$ cat src/rtl/pulse_capture_fifo.sv
// -----------------------------------------------------------------------------
// pulse_capture_fifo
//
// Purpose:
//   Watches the probe signal alongside the pulse-width measurement stage. On
//   every completed high pulse (falling edge of in_data) the width value the
//   measurement stage has just published is captured into a small FIFO. Also
//   keeps running statistics over all captured pulses (count, min, max),
//   including pulses whose FIFO write had to be dropped.
//
// Configuration macro:
//   PULSE_CAPTURE_STATS_EN
//     defined   : pulse_count / min_width / max_width are live registers.
//     undefined : stats registers are removed; outputs are tied to their
//                 reset values (0 / 0xFF / 0x00). FIFO and overflow unchanged.
//
// Parameters:
//   DEPTH  FIFO entries, power of two in 2..16
//   AW     pointer index width, must equal log2(DEPTH)
//
// Ports:
//   clk          in   system clock, rising edge
//   rst_n        in   asynchronous active-low reset
//   in_data      in   probe signal
//   width_in     in   [7:0] width published by the measurement stage
//   clear        in   synchronous clear of FIFO, stats and overflow
//   rd_en        in   read request
//   rd_data      out  [7:0] last popped width, held between reads
//   rd_valid     out  one-cycle pulse when rd_data was updated
//   fifo_empty   out  no entries stored
//   fifo_full    out  DEPTH entries stored
//   overflow     out  sticky: a capture was dropped
//   pulse_count  out  [15:0] captured pulses, saturating
//   min_width    out  [7:0] smallest captured width
//   max_width    out  [7:0] largest captured width
// -----------------------------------------------------------------------------
module pulse_capture_fifo #(
  parameter int DEPTH = 8,
  parameter int AW    = 3
) (
  input  logic        clk,
  input  logic        rst_n,
  input  logic        in_data,
  input  logic [7:0]  width_in,
  input  logic        clear,
  input  logic        rd_en,
  output logic [7:0]  rd_data,
  output logic        rd_valid,
  output logic        fifo_empty,
  output logic        fifo_full,
  output logic        overflow,
  output logic [15:0] pulse_count,
  output logic [7:0]  min_width,
  output logic [7:0]  max_width
);

  localparam logic [AW:0] PTR_ONE = {{AW{1'b0}}, 1'b1};

  logic          in_q, in_d;
  logic          cap_pend_q, cap_pend_d;
  logic [AW:0]   wr_ptr_q, wr_ptr_d;
  logic [AW:0]   rd_ptr_q, rd_ptr_d;
  logic [7:0]    rd_data_q, rd_data_d;
  logic          rd_valid_q, rd_valid_d;
  logic          overflow_q, overflow_d;
  logic [7:0]    mem_q [DEPTH];

  logic          fall_edge;
  logic          capture;
  logic          rd_accept;
  logic          wr_accept;

  // Pointers carry one extra wrap bit so full and empty can be told apart
  // when the index bits coincide.
  assign fifo_empty = (wr_ptr_q == rd_ptr_q);
  assign fifo_full  = (wr_ptr_q[AW-1:0] == rd_ptr_q[AW-1:0]) &&
                      (wr_ptr_q[AW] != rd_ptr_q[AW]);

  assign rd_data  = rd_data_q;
  assign rd_valid = rd_valid_q;
  assign overflow = overflow_q;

  // Edge detect, handshake qualification and FIFO pointer next-state.
  // A capture lands one cycle after the falling edge is seen, which is when
  // the measurement stage has its new width on width_in. clear wins over
  // both a coincident capture and a coincident read. A write into a full
  // FIFO is only allowed when the same cycle pops the head, so the slot
  // being overwritten has already been read out.
  always_comb begin
    fall_edge  = in_q & ~in_data;
    capture    = cap_pend_q & ~clear;
    rd_accept  = rd_en & ~fifo_empty & ~clear;
    wr_accept  = capture & (~fifo_full | rd_accept);

    in_d       = in_data;
    cap_pend_d = fall_edge & ~clear;
    wr_ptr_d   = wr_ptr_q;
    rd_ptr_d   = rd_ptr_q;
    rd_data_d  = rd_data_q;
    rd_valid_d = rd_accept;
    overflow_d = overflow_q;

    if (clear) begin
      wr_ptr_d   = '0;
      rd_ptr_d   = '0;
      overflow_d = 1'b0;
    end else begin
      if (rd_accept) begin
        rd_ptr_d  = rd_ptr_q + PTR_ONE;
        rd_data_d = mem_q[rd_ptr_q[AW-1:0]];
      end
      if (wr_accept) begin
        wr_ptr_d = wr_ptr_q + PTR_ONE;
      end else if (capture) begin
        overflow_d = 1'b1;
      end
    end
  end

  // Control and read-side state registers.
  always_ff @(posedge clk or negedge rst_n) begin
    if (!rst_n) begin
      in_q       <= 1'b0;
      cap_pend_q <= 1'b0;
      wr_ptr_q   <= '0;
      rd_ptr_q   <= '0;
      rd_data_q  <= 8'h00;
      rd_valid_q <= 1'b0;
      overflow_q <= 1'b0;
    end else begin
      in_q       <= in_d;
      cap_pend_q <= cap_pend_d;
      wr_ptr_q   <= wr_ptr_d;
      rd_ptr_q   <= rd_ptr_d;
      rd_data_q  <= rd_data_d;
      rd_valid_q <= rd_valid_d;
      overflow_q <= overflow_d;
    end
  end

  // Storage array needs no reset: an entry is only ever read after it was
  // written, which the pointers guarantee.
  always_ff @(posedge clk) begin
    if (wr_accept) begin
      mem_q[wr_ptr_q[AW-1:0]] <= width_in;
    end
  end

`ifdef PULSE_CAPTURE_STATS_EN
  logic [15:0] count_q, count_d;
  logic [7:0]  min_q, min_d;
  logic [7:0]  max_q, max_d;

  // Statistics follow every capture, written or dropped, so the count
  // reflects pulses seen rather than entries stored.
  always_comb begin
    count_d = count_q;
    min_d   = min_q;
    max_d   = max_q;
    if (clear) begin
      count_d = 16'h0000;
      min_d   = 8'hFF;
      max_d   = 8'h00;
    end else if (capture) begin
      if (count_q != 16'hFFFF) begin
        count_d = count_q + 16'h0001;
      end
      if (width_in < min_q) begin
        min_d = width_in;
      end
      if (width_in > max_q) begin
        max_d = width_in;
      end
    end
  end

  // Statistics registers.
  always_ff @(posedge clk or negedge rst_n) begin
    if (!rst_n) begin
      count_q <= 16'h0000;
      min_q   <= 8'hFF;
      max_q   <= 8'h00;
    end else begin
      count_q <= count_d;
      min_q   <= min_d;
      max_q   <= max_d;
    end
  end

  assign pulse_count = count_q;
  assign min_width   = min_q;
  assign max_width   = max_q;
`else
  assign pulse_count = 16'h0000;
  assign min_width   = 8'hFF;
  assign max_width   = 8'h00;
`endif

endmodule
$ cat config.mk
export PLATFORM = sky130hd
export DESIGN_NAME = pulse_capture_fifo
export DESIGN_NICKNAME = d
export VERILOG_FILES = /design/src/rtl/pulse_capture_fifo.sv
export SDC_FILE = /design/constraint.sdc
export NUM_CORES = 1
export LEC_CHECK = 0
export ABC_AREA = 1
export CAP_MARGIN = 20
export CELL_PAD_IN_SITES_DETAIL_PLACEMENT = 0
export CELL_PAD_IN_SITES_GLOBAL_PLACEMENT = 2
export CORE_ASPECT_RATIO = 1.1
export CORE_MARGIN = 1.5
export CORE_UTILIZATION = 38
export CTS_BUF_LIST = sky130_fd_sc_hd__clkbuf_16
export DETAILED_ROUTE_END_ITERATION = 6
export HOLD_SLACK_MARGIN = 0.15
export PLACE_DENSITY_LB_ADDON = 0.15
export SYNTH_ARGS = -nofsm -noshare
export SYNTH_HDL_FRONTEND = slang
export SYNTH_SLANG_ARGS = --single-unit
export TNS_END_PERCENT = 50
$ cat constraint.sdc
create_clock -name clk -period 3.7 [get_ports clk]
set_input_delay 1.11 -clock clk [delete_from_list [all_inputs] [get_ports clk]]
set_output_delay 1.11 -clock clk [all_outputs]
set_load 0.05 [all_outputs]
; ---- Yosys cells after proc, flatten, opt, wreduce, memory -nomap -nowiden
; Memories as Yosys holds them, arrays and structs flattened. A register that Yosys moved wholly into a read port is not among the register bits.
; Index checks and enable logic that the tools add are counted.
[totals]
ff_bits = 12
latch_bits = 0
ram_bits = 64
mem_bits_ro = 0
inputBits = 13
output_inout_bits = 44
wordCells = 40
n_memories = 1
[classes]
n_addsub = 2
mul = 0
n_div = 0
magnitude_cmp = 0
eq_ne = 4
n_shift = 0
mux = 9
bitwise_logic = 11
reduce_logical = 7
[memory_table]
columns = memory, words, width, read_ports, rd_clocked_by_memory_dff, write_ports, line
row1 = mem_q, 8, 8, 1, 1, 1, 66  ; logic [7:0] mem_q [DEPTH];
[ops]
columns = operator, count
row1 = $mux 4, 4
row2 = $add 4x1->4 const B, 2
row3 = $and 1x1->1, 6
row4 = $reduce_bool 2->1, 3
row5 = $mux 1, 5
row6 = $eq 4x4->1, 1
row7 = $not 1->1, 4
row8 = $reduce_and 2->1, 2
row9 = $eq 3x3->1, 1
row10 = $ne 2x2->1 const B, 1
row11 = $logic_and 1x1->1, 1
row12 = $logic_not 1->1, 1
row13 = $ne 1x1->1, 1
row14 = $or 1x1->1, 1

; ---- Logic depth before layout (Yosys ltp)
; Gate-level depths: netlist of the first run.
[depth]
word_depth = 8
ltp_mapped = 11
ltp_nobuf = 10

; ---- Least setup slack after synthesis of the first run
; OpenSTA, ideal clock, no wires.
[synth_timing]
path_type = reg-to-output
from = reg rd_ptr_q[1]
to = out fifo_full
arrival_ps = 1487
required_ps = 2590
setup_slack_ps = 1103
stages_incl_launch_ff = 8
path_buffers = 1
path_cell_list = dfrtp_1 > buf_6 > inv_4 > nand2_1 > nand2_2 > nor2_4 > nand2_1 > nor2_1
[synth_via]
elab_chain_len = 2
[synth_lines]
columns = item, line
row1 = start: declaration, 62  ; logic [AW:0] rd_ptr_q, rd_ptr_d;
row2 = start signal: assignment, 134  ; rd_ptr_q <= rd_ptr_d;
row3 = $eq 3x3->1, 76  ; assign fifo_full = (wr_ptr_q[AW-1:0] == rd_ptr_q[AW-1:0]) &&
row4 = $logic_and 1x1->1, 76
row5 = end: declaration, 50  ; output logic fifo_full,
; Every way passes these cells.

; ---- Worst setup path in the final report of the first run
[layout_timing]
from = reg rd_ptr_q[0]
to = out fifo_empty
[layout_via]
elab_chain_len = 1
[layout_lines]
columns = item, line
row1 = $eq 4x4->1, 75  ; assign fifo_empty = (wr_ptr_q == rd_ptr_q);
row2 = end: declaration, 49  ; output logic fifo_empty,
; Every way passes these cells.

==> results of run 1 <==
==> cells in the mapped netlist <==
cell	n
sky130_fd_sc_hd__xnor2_2	1
sky130_fd_sc_hd__nor3_1	3
sky130_fd_sc_hd__o21ai_1	4
sky130_fd_sc_hd__buf_2	5
sky130_fd_sc_hd__inv_2	2
sky130_fd_sc_hd__nand3_2	1
sky130_fd_sc_hd__edfxtp_1	64
sky130_fd_sc_hd__nand2_2	4
sky130_fd_sc_hd__inv_4	1
sky130_fd_sc_hd__clkbuf_1	5
sky130_fd_sc_hd__inv_1	11
sky130_fd_sc_hd__ha_1	2
sky130_fd_sc_hd__nor2_1	40
sky130_fd_sc_hd__buf_4	33
sky130_fd_sc_hd__buf_6	2
sky130_fd_sc_hd__o22ai_1	16
sky130_fd_sc_hd__nand4_1	2
sky130_fd_sc_hd__xor2_1	3
sky130_fd_sc_hd__nor2_4	2
sky130_fd_sc_hd__nand2_1	71
sky130_fd_sc_hd__o21ai_0	33
sky130_fd_sc_hd__nand3_1	8
sky130_fd_sc_hd__dfrtp_1	20
sky130_fd_sc_hd__nor3b_1	1
sky130_fd_sc_hd__conb_1	2
sky130_fd_sc_hd__clkinv_1	1
sky130_fd_sc_hd__o2111ai_4	1
==> power by group through the flow <==
| stage | logic, mW | clock network (mW) | registers, mW |
|---|---|---|---|
| after CTS | 0.495 | 0.894 | 1.09 |
| after global routing | 0.522 | 0.937 | 1.09 |
| after detailed placement | 0.495 | 0 | 1.11 |
| after floorplan | 0.218 | 0 | 1.25 |
| final | 0.490 | 0.880 | 1.09 |
| after global placement | 0.495 | 0 | 1.10 |
==> placed cells by master, fill, tap and decap left out <==
cell,synthesis,final
sky130_fd_sc_hd__clkinv_2,0,1
sky130_fd_sc_hd__buf_4,33,9
sky130_fd_sc_hd__nand2_1,71,71
sky130_fd_sc_hd__o21ai_0,33,33
sky130_fd_sc_hd__clkbuf_16,0,9
sky130_fd_sc_hd__xor2_1,3,3
sky130_fd_sc_hd__o22ai_1,16,16
sky130_fd_sc_hd__nor2_1,40,40
sky130_fd_sc_hd__inv_6,0,1
sky130_fd_sc_hd__dfrtp_1,20,20
sky130_fd_sc_hd__ha_1,2,2
sky130_fd_sc_hd__inv_1,11,12
sky130_fd_sc_hd__inv_4,1,1
sky130_fd_sc_hd__conb_1,2,32
sky130_fd_sc_hd__inv_2,2,2
sky130_fd_sc_hd__o21ai_1,4,4
sky130_fd_sc_hd__edfxtp_1,64,64
sky130_fd_sc_hd__buf_12,0,2
sky130_fd_sc_hd__nor2_4,2,2
sky130_fd_sc_hd__o2111ai_4,1,1
sky130_fd_sc_hd__bufinv_16,0,1
sky130_fd_sc_hd__clkdlybuf4s50_1,0,22
sky130_fd_sc_hd__clkinvlp_4,0,2
sky130_fd_sc_hd__clkinv_1,1,2
sky130_fd_sc_hd__nand3_2,1,1
sky130_fd_sc_hd__nand3_1,8,8
sky130_fd_sc_hd__nor3_1,3,3
sky130_fd_sc_hd__nand2_2,4,4
sky130_fd_sc_hd__xnor2_2,1,1
sky130_fd_sc_hd__nor3b_1,1,1
sky130_fd_sc_hd__nand4_1,2,2
==> critical path: cells and delay by family (launching register included) <==
family                 cells  cell delay (ps)
buffers and inverters      3              620
flip-flops                 1              420
AND/OR/NAND/NOR            4              360
==> worst min-delay path by stage <==
stage / start / end / depth (start not counted)
after floorplan: in_q$_DFF_PN0_ / cap_pend_q$_DFF_PN0_ / 1
after global placement: rd_data[7]$_DFFE_PN0P_ / rd_data[7]$_DFFE_PN0P_ / 2
after detailed placement: rd_data[4]$_DFFE_PN0P_ / rd_data[4]$_DFFE_PN0P_ / 2
after CTS: rd_data[4]$_DFFE_PN0P_ / rd_data[4]$_DFFE_PN0P_ / 2
after global routing: rd_data[1]$_DFFE_PN0P_ / rd_data[1]$_DFFE_PN0P_ / 2
final: rd_data[4]$_DFFE_PN0P_ / rd_data[4]$_DFFE_PN0P_ / 2
==> state kept, by name, indices dropped and copies added (netlist names) <==
register and count:
cap_pend_q 1, rd_data 8, overflow 1, wr_ptr_q 4
mem_q 64, rd_ptr_q 4, in_q 1, rd_valid 1
==> metal layers <==
layer  vias up  routed length, µm  track usage, %
met5         -                  0               0
met4         0                208            8.16
met3        15                364            3.46
met2        74               4020            27.9
met1      1120               3780            21.5
li1       1142                  -               -
==> per-stage QoR <==
stage | std cells | util, % | cell area [µm²]
final | 489 | 45.5 | 4300
after global routing | 489 | 45.5 | 4300
after CTS | 489 | 45.5 | 4300
after detailed placement | 473 | 42.4 | 4000
after global placement | 473 | 42.4 | 4000
after floorplan | 368 | - | 3840
==> cell families after synthesis <==
kind of cell / count (synthesis) / synth area share [%]
compound gates: 54 / 8.35
xor+xnor: 4 / 1.14
simple gates: 132 / 14.7
buf+inv: 60 / 9.99
other cells: 2 / 0.201
flops: 84 / 64.9
fa+ha+maj: 2 / 0.671
==> cell type report <==
type / count / area share [%]
sequential: 84 / 56.4
multi-input combinational: 224 / 24.4
timing repair buffer: 33 / 7.63
clock buffer: 9 / 5.24
tap: 117 / 3.41
clock inverter: 7 / 1.54
inverter: 15 / 1.37
==> out/qor_table.md, run 1 <==
| Quantity | Reported |
|:---|:---|
| Status | finished, final reports clean |
| Overflow left after global routing | 0 |
| Clk sinks | 84 |
| Number of unique standard cell types used by synthesis | 27 |
| Antenna violations before repair | 0 |
| Final Skew | 8.57 ps |
| Core area | 9440 µm² |
| Number of cells traversed by the worst register-to-register path | 8 |
| Latest clock arrival within the worst-skew pair | 340 ps |
| Worst setup slack for register-to-register paths | 1550 ps |
| Final hold violation count | 0 |
| Setup_tns | 0 ps |
| Relative contribution of sequential cells to total power | 44.2% |
| Slew at the pin closest to its max-slew limit | 893 ps |
| Top area cells in the synthesized netlist | sky130_fd_sc_hd__edfxtp_1 (52%), sky130_fd_sc_hd__dfrtp_1 (13%), sky130_fd_sc_hd__nand2_1 (7.1%) |
| Endpoint class of the critical path | output port |
| Via count normalized by instance count | 4.81 |
| Wire length of the first global-routing pass | 12700 µm |
| GRT Util Overall | 17.0% |
| Net count of the finished layout | 382 |
| Static leakage power | 1.71 nW |
| Worst ir drop on vdd | 0.000291 V |
| DRC | 0 |
| Slew HR | 40.3% |
| Sequential fraction of the synthesis area | 64.9% |
| Synthesis-stage register bit count | 84 |
| Master of the slowest instance on the critical path | sky130_fd_sc_hd__dfrtp_1 |
| Critical register-to-register path endpoint | mem_q[2][6]$_DFFE_PP_ |
| Max-slew violation count | 0 |
| Drt pass-1 iters | 4 |
| Rows | 37 |
| CP arrival | 1740 ps |
| Resize count post-CTS | 0 |
| Area of combinational cells with multiple inputs | 1050 µm² |
| Crit path capture | fifo_empty |
| Post-detail-place hpwl | 5980 µm |
| Switch Pwr | 0.744 mW |
| Max-cap viol count | 0 |
| Depth of the CTS H-tree | 3 |
| Root buffer cell | sky130_fd_sc_hd__clkbuf_16 |
| Slowest Stage Delay on Critical Path | 420 ps |
| Seq. cell area | 2420 µm² |
| Leading area contributor after synthesis | sky130_fd_sc_hd__edfxtp_1 |
| Number of cells produced by synthesis | 338 |
| TritonCTS clock tree | built |
| Most repeated library cell on the critical path | sky130_fd_sc_hd__nand2_1 |
| Reg2reg start | rd_ptr_q[0]$_DFFE_PN0P_ |
| Share of layout cells above drive strength 1 | 9.95% |
| Height of the die | 107 µm |
| Count of filler cells inserted in the layout | 877 |
| Unrepaired setup endpoints after global routing | false |
| Initial standard-cell utilization of the core | 39.5% |
| Average wire per cell in the routed design | 17.1 µm |
| Post-CTS setup-driven buffer insertion count | 0 |
| Yosys warning total | 0 |
| Startpoint Class | register |
| Ratio of final minimum period to clock period | 77.0% |
| Worst setup slack after layout | 851 ps |
| Class of the tightest hold or removal check | register to register |
| Setup WS pre-CTS | 562 ps |
| Pin count of the biggest net entering global routing | 36 |
| TritonCTS Buffers | 9 |
| Post-detailed-route count of antenna-violating nets | 0 |
| Power after layout | 2.46 mW |
| Combinational share of power | 20.0% |
| Critical path required time | 2590 ps |
| Number of global-route vias before repair | 2265 |
| Portion of total power attributed to the clock network | 35.8% |
| Minimum hold slack | 466 ps |
| Post-detailed-routing wire length | 8370 µm |
| Maximum net fanout on the critical path | 35 |
| Avg Cell Area, Syn | 11.0 µm² |
| DR vias | 2351 |
| Critical-path cell list | inv_2, nand2_1, nand2_1, nor2_4, nand3_2, inv_1, buf_12 |
| Number of hold buffers added after cts | 0 |
| Peak Freq | 351 MHz |
| Worst Path Class, Setup | register to output port |
| Total inserted antenna cells | 0 |
| Area of the die | 10400 µm² |
| Area share of the largest cell type after synthesis | 51.5% |
| Internal Pwr Total | 1.71 mW |
| Shortest period the worst path allows | 2850 ps |
| Placer's final routability congestion estimate | 0.794 |
| Top-Level Pins | 57 |
| Power density normalized to cell area | 572 nW/µm² |
| Layout Area Growth over Synthesis | 15.1% |
| Violation count after the first detailed-route iteration | 179 |
| Setup-violating endpoint count in the final report | 0 |
| Critical path origin | rd_ptr_q[0]$_DFFE_PN0P_ |
| Clock edge transition at the registers on the reported setup and hold paths | 60 ps |
| # port buffers | 24 |
| Horiz. Die Dim | 97.5 µm |
| Clock Path Buffers | 2 |
| Switching portion of total power | 30.3% |
| Area of the mapped netlist | 3730 µm² |
Note: power is estimated with default switching activity, not from simulation.
==> run 2: changes to the inputs <==
- CORE_UTILIZATION: 38 -> 35
- clock period: 3.7 -> 2.8 ns (I/O delays scaled with it)
==> run 2 against run 1 <==
Against the previous run: routed wire length is 2.2% higher; clock skew is 5.6 ps lower; sequential cell count stayed put; sequential share of layout area is 1.2 points lower; core utilization is 3.2 points lower; largest cell class unchanged; critical path type unchanged; worst hold slack better by 1.6 ps; global-route usage is 0.15 points lower; die area is 8.3% higher; sequential power is 32% higher.
==> out/qor_table.md, run 2 (same netlist as run 1, synthesis figures left out) <==
| Quantity | Reported | vs previous |
|:---|:---|:---|
| Core area | 10400 µm² | was 9440 µm² |
| Area of the die | 11300 µm² | was 10400 µm² |
| Average wire per cell in the routed design | 16.3 µm | was 17.1 µm |
| Share of layout cells above drive strength 1 | 11.8% | was 9.95% |
| Via count normalized by instance count | 4.53 | was 4.81 |
| Post-CTS setup-driven buffer insertion count | 0 | unchanged |
| Horiz. Die Dim | 101 µm | was 97.5 µm |
| Clock Path Buffers | 2 | unchanged |
| Placer's final routability congestion estimate | 0.778 | was 0.794 |
| Maximum net fanout on the critical path | 17 | was 35 |
| Number of placed instances with taps included | 507 | was 473 |
| Pin count of the biggest net entering global routing | 35 | was 36 |
| Slew HR | 66.9% | was 40.3% |
| Overflow left after global routing | 0 | unchanged |
| Clk sinks | 84 | unchanged |
| Endpoint class of the critical path | output port | unchanged |
| Slowest Stage Delay on Critical Path | 440 ps | was 420 ps |
| Root buffer cell | sky130_fd_sc_hd__clkbuf_16 | unchanged |
| TritonCTS clock tree | built | unchanged |
| Most common cell after layout, fill and taps aside | sky130_fd_sc_hd__nand2_1 | unchanged |
| GRT Util Overall | 16.8% | was 17.0% |
| Initial standard-cell utilization of the core | 35.9% | was 39.5% |
| Class of the tightest hold or removal check | register to register | unchanged |
| Critical-path cell list | buf_4, nand2_1, nand2_2, nor2_4, nand2_1, nor2_1, buf_12 | was inv_2, nand2_1, nand2_1, nor2_4, nand3_2, inv_1, buf_12 |
| Post-detailed-route count of antenna-violating nets | 0 | unchanged |
| Most frequent cells in the layout | sky130_fd_sc_hd__nand2_1 (71), sky130_fd_sc_hd__edfxtp_1 (64), sky130_fd_sc_hd__nor2_1 (40), sky130_fd_sc_hd__o21ai_0 (33), sky130_fd_sc_hd__conb_1 (32) | unchanged |
| Rows | 39 | was 37 |
| Layout Area Growth over Synthesis | 17.7% | was 15.1% |
| Power density normalized to cell area | 742 nW/µm² | was 572 nW/µm² |
| Final standard cell utilization of the core | 42.2% | was 45.5% |
| Final Skew | 3.00 ps | was 8.57 ps |
| Largest register FFs | 64 | unchanged |
| Startpoint Class | register | unchanged |
| Setup WS pre-CTS | 217 ps | was 562 ps |
| Setup-violating endpoint count in the final report | 0 | unchanged |
| Master of the slowest instance on the critical path | sky130_fd_sc_hd__dfrtp_1 | unchanged |
| Status | finished, final reports clean | unchanged |
| Number of hold buffers added after cts | 0 | unchanged |
| Worst ir drop on vdd | 0.000274 V | was 0.000291 V |
| Net count of the finished layout | 390 | was 382 |
| Max-slew violation count | 0 | unchanged |
| Latest clock arrival within the worst-skew pair | 330 ps | was 340 ps |
| DR vias | 2367 | was 2351 |
| Worst Path Class, Setup | register to output port | unchanged |
| CP arrival | 1690 ps | was 1740 ps |
| Most repeated library cell on the critical path | sky130_fd_sc_hd__nand2_1 | unchanged |
| Count of placed standard cells in the final layout, fillers left out | 523 | was 489 |
| Count of filler cells inserted in the layout | 1006 | was 877 |
| Drt pass-1 iters | 4 | unchanged |
| # port buffers | 24 | unchanged |
| Total inserted antenna cells | 0 | unchanged |
| Antenna violations before repair | 0 | unchanged |
| Setup_tns | 0 ps | unchanged |
| Peak Freq | 395 MHz |  |
| Violation count after the first detailed-route iteration | 137 | was 179 |
| Height of the die | 111 µm | was 107 µm |
| Slew at the pin closest to its max-slew limit | 495 ps | was 893 ps |
| Unrepaired setup endpoints after global routing | false | unchanged |
| Clock edge transition at the registers on the reported setup and hold paths | 60 ps | about the same |
| DRC | 0 | unchanged |
| Final hold violation count | 0 | unchanged |
| Post-detailed-routing wire length | 8550 µm | was 8370 µm |
| Max-cap viol count | 0 | unchanged |
| Static leakage power | 1.75 nW | was 1.71 nW |
| Depth of the CTS H-tree | 3 | unchanged |
| Post-detail-place hpwl | 6340 µm | was 5980 µm |
| Shortest period the worst path allows | 2530 ps |  |
| Worst setup slack after layout | 270 ps | was 851 ps |
| Ratio of final minimum period to clock period | 90.4% |  |
| Number of global-route vias before repair | 2392 | was 2265 |
| Resize count post-CTS | 0 | unchanged |
| Wire length of the first global-routing pass | 13600 µm | was 12700 µm |
| TritonCTS Buffers | 9 | unchanged |
| Critical path required time | 1960 ps | was 2590 ps |
| Top-Level Pins | 57 | unchanged |
-- run 2: cell types whose count changed in the layout (fill, tap and decap cells not counted), sizes merged --
cell | before | now
buf | 11 | 19
clkinv | 3 | 1
clkinvlp | 2 | 3
inv | 16 | 17
-- run 2: metal layers --
metal  share of wire [%]  up-vias  wire (µm)  global-route usage (%)
met4                 2.2        0        191                    6.85
li1                    -     1162          -                       -
met1                  45     1109       3840                    22.4
met2                  49       81       4150                    26.5
met3                 4.2       15        362                    3.72
met5                   0        -          0                       0
-- run 2: worst paths after layout --
check,startpoint,endpoint,slack (ps),depth (start not counted)
max,rd_ptr_q[1]$_DFFE_PN0P_,fifo_full,270,7
min,rd_data[4]$_DFFE_PN0P_,rd_data[4]$_DFFE_PN0P_,470,2
max reg2reg,rd_ptr_q[1]$_DFFE_PN0P_,mem_q[5][2]$_DFFE_PP_,950,8
min reg2reg,rd_data[4]$_DFFE_PN0P_,rd_data[4]$_DFFE_PN0P_,470,2
max in group asynchronous,rst_n,rd_data[6]$_DFFE_PN0P_,1750,2
min in group asynchronous,rst_n,cap_pend_q$_DFF_PN0_,840,2
-- run 2: critical path, delay by kind of cell, from the launching register on --
kind                   cells  cell delay (ps)
flip-flops                 1              440
buffers and inverters      2              370
AND/OR/NAND/NOR            5              530
-- run 2: layout make-up --
type                            instances  area (µm²)  share of cell area (%)
Clock buffer                            9         225                    5.13
Inverter                               15        58.8                    1.34
Multi-Input combinational cell        224        1050                    23.9
Timing Repair Buffer                   41         388                    8.83
Sequential cell                        84        2420                    55.2
Tap cell                              143         179                    4.08
Clock inverter                          7        68.8                    1.57
-- run 2: stage by stage --
stage	instance area, µm²	total power, mW	hold slack [ps]
global placement	4100	2.12	458
floorplan	3840	1.94	495
finish	4390	3.26	468
CTS	4390	3.29	475
global route	4390	3.39	487
detailed placement	4100	2.12	459
-- run 2: where the power goes --
| group | switching [mW] | internal [mW] | leakage (nW) |
|---|---|---|---|
| Sequential | 0.0316 | 1.40 | 0.839 |
| Combinational | 0.476 | 0.179 | 0.769 |
| Clock | 0.478 | 0.687 | 0.141 |
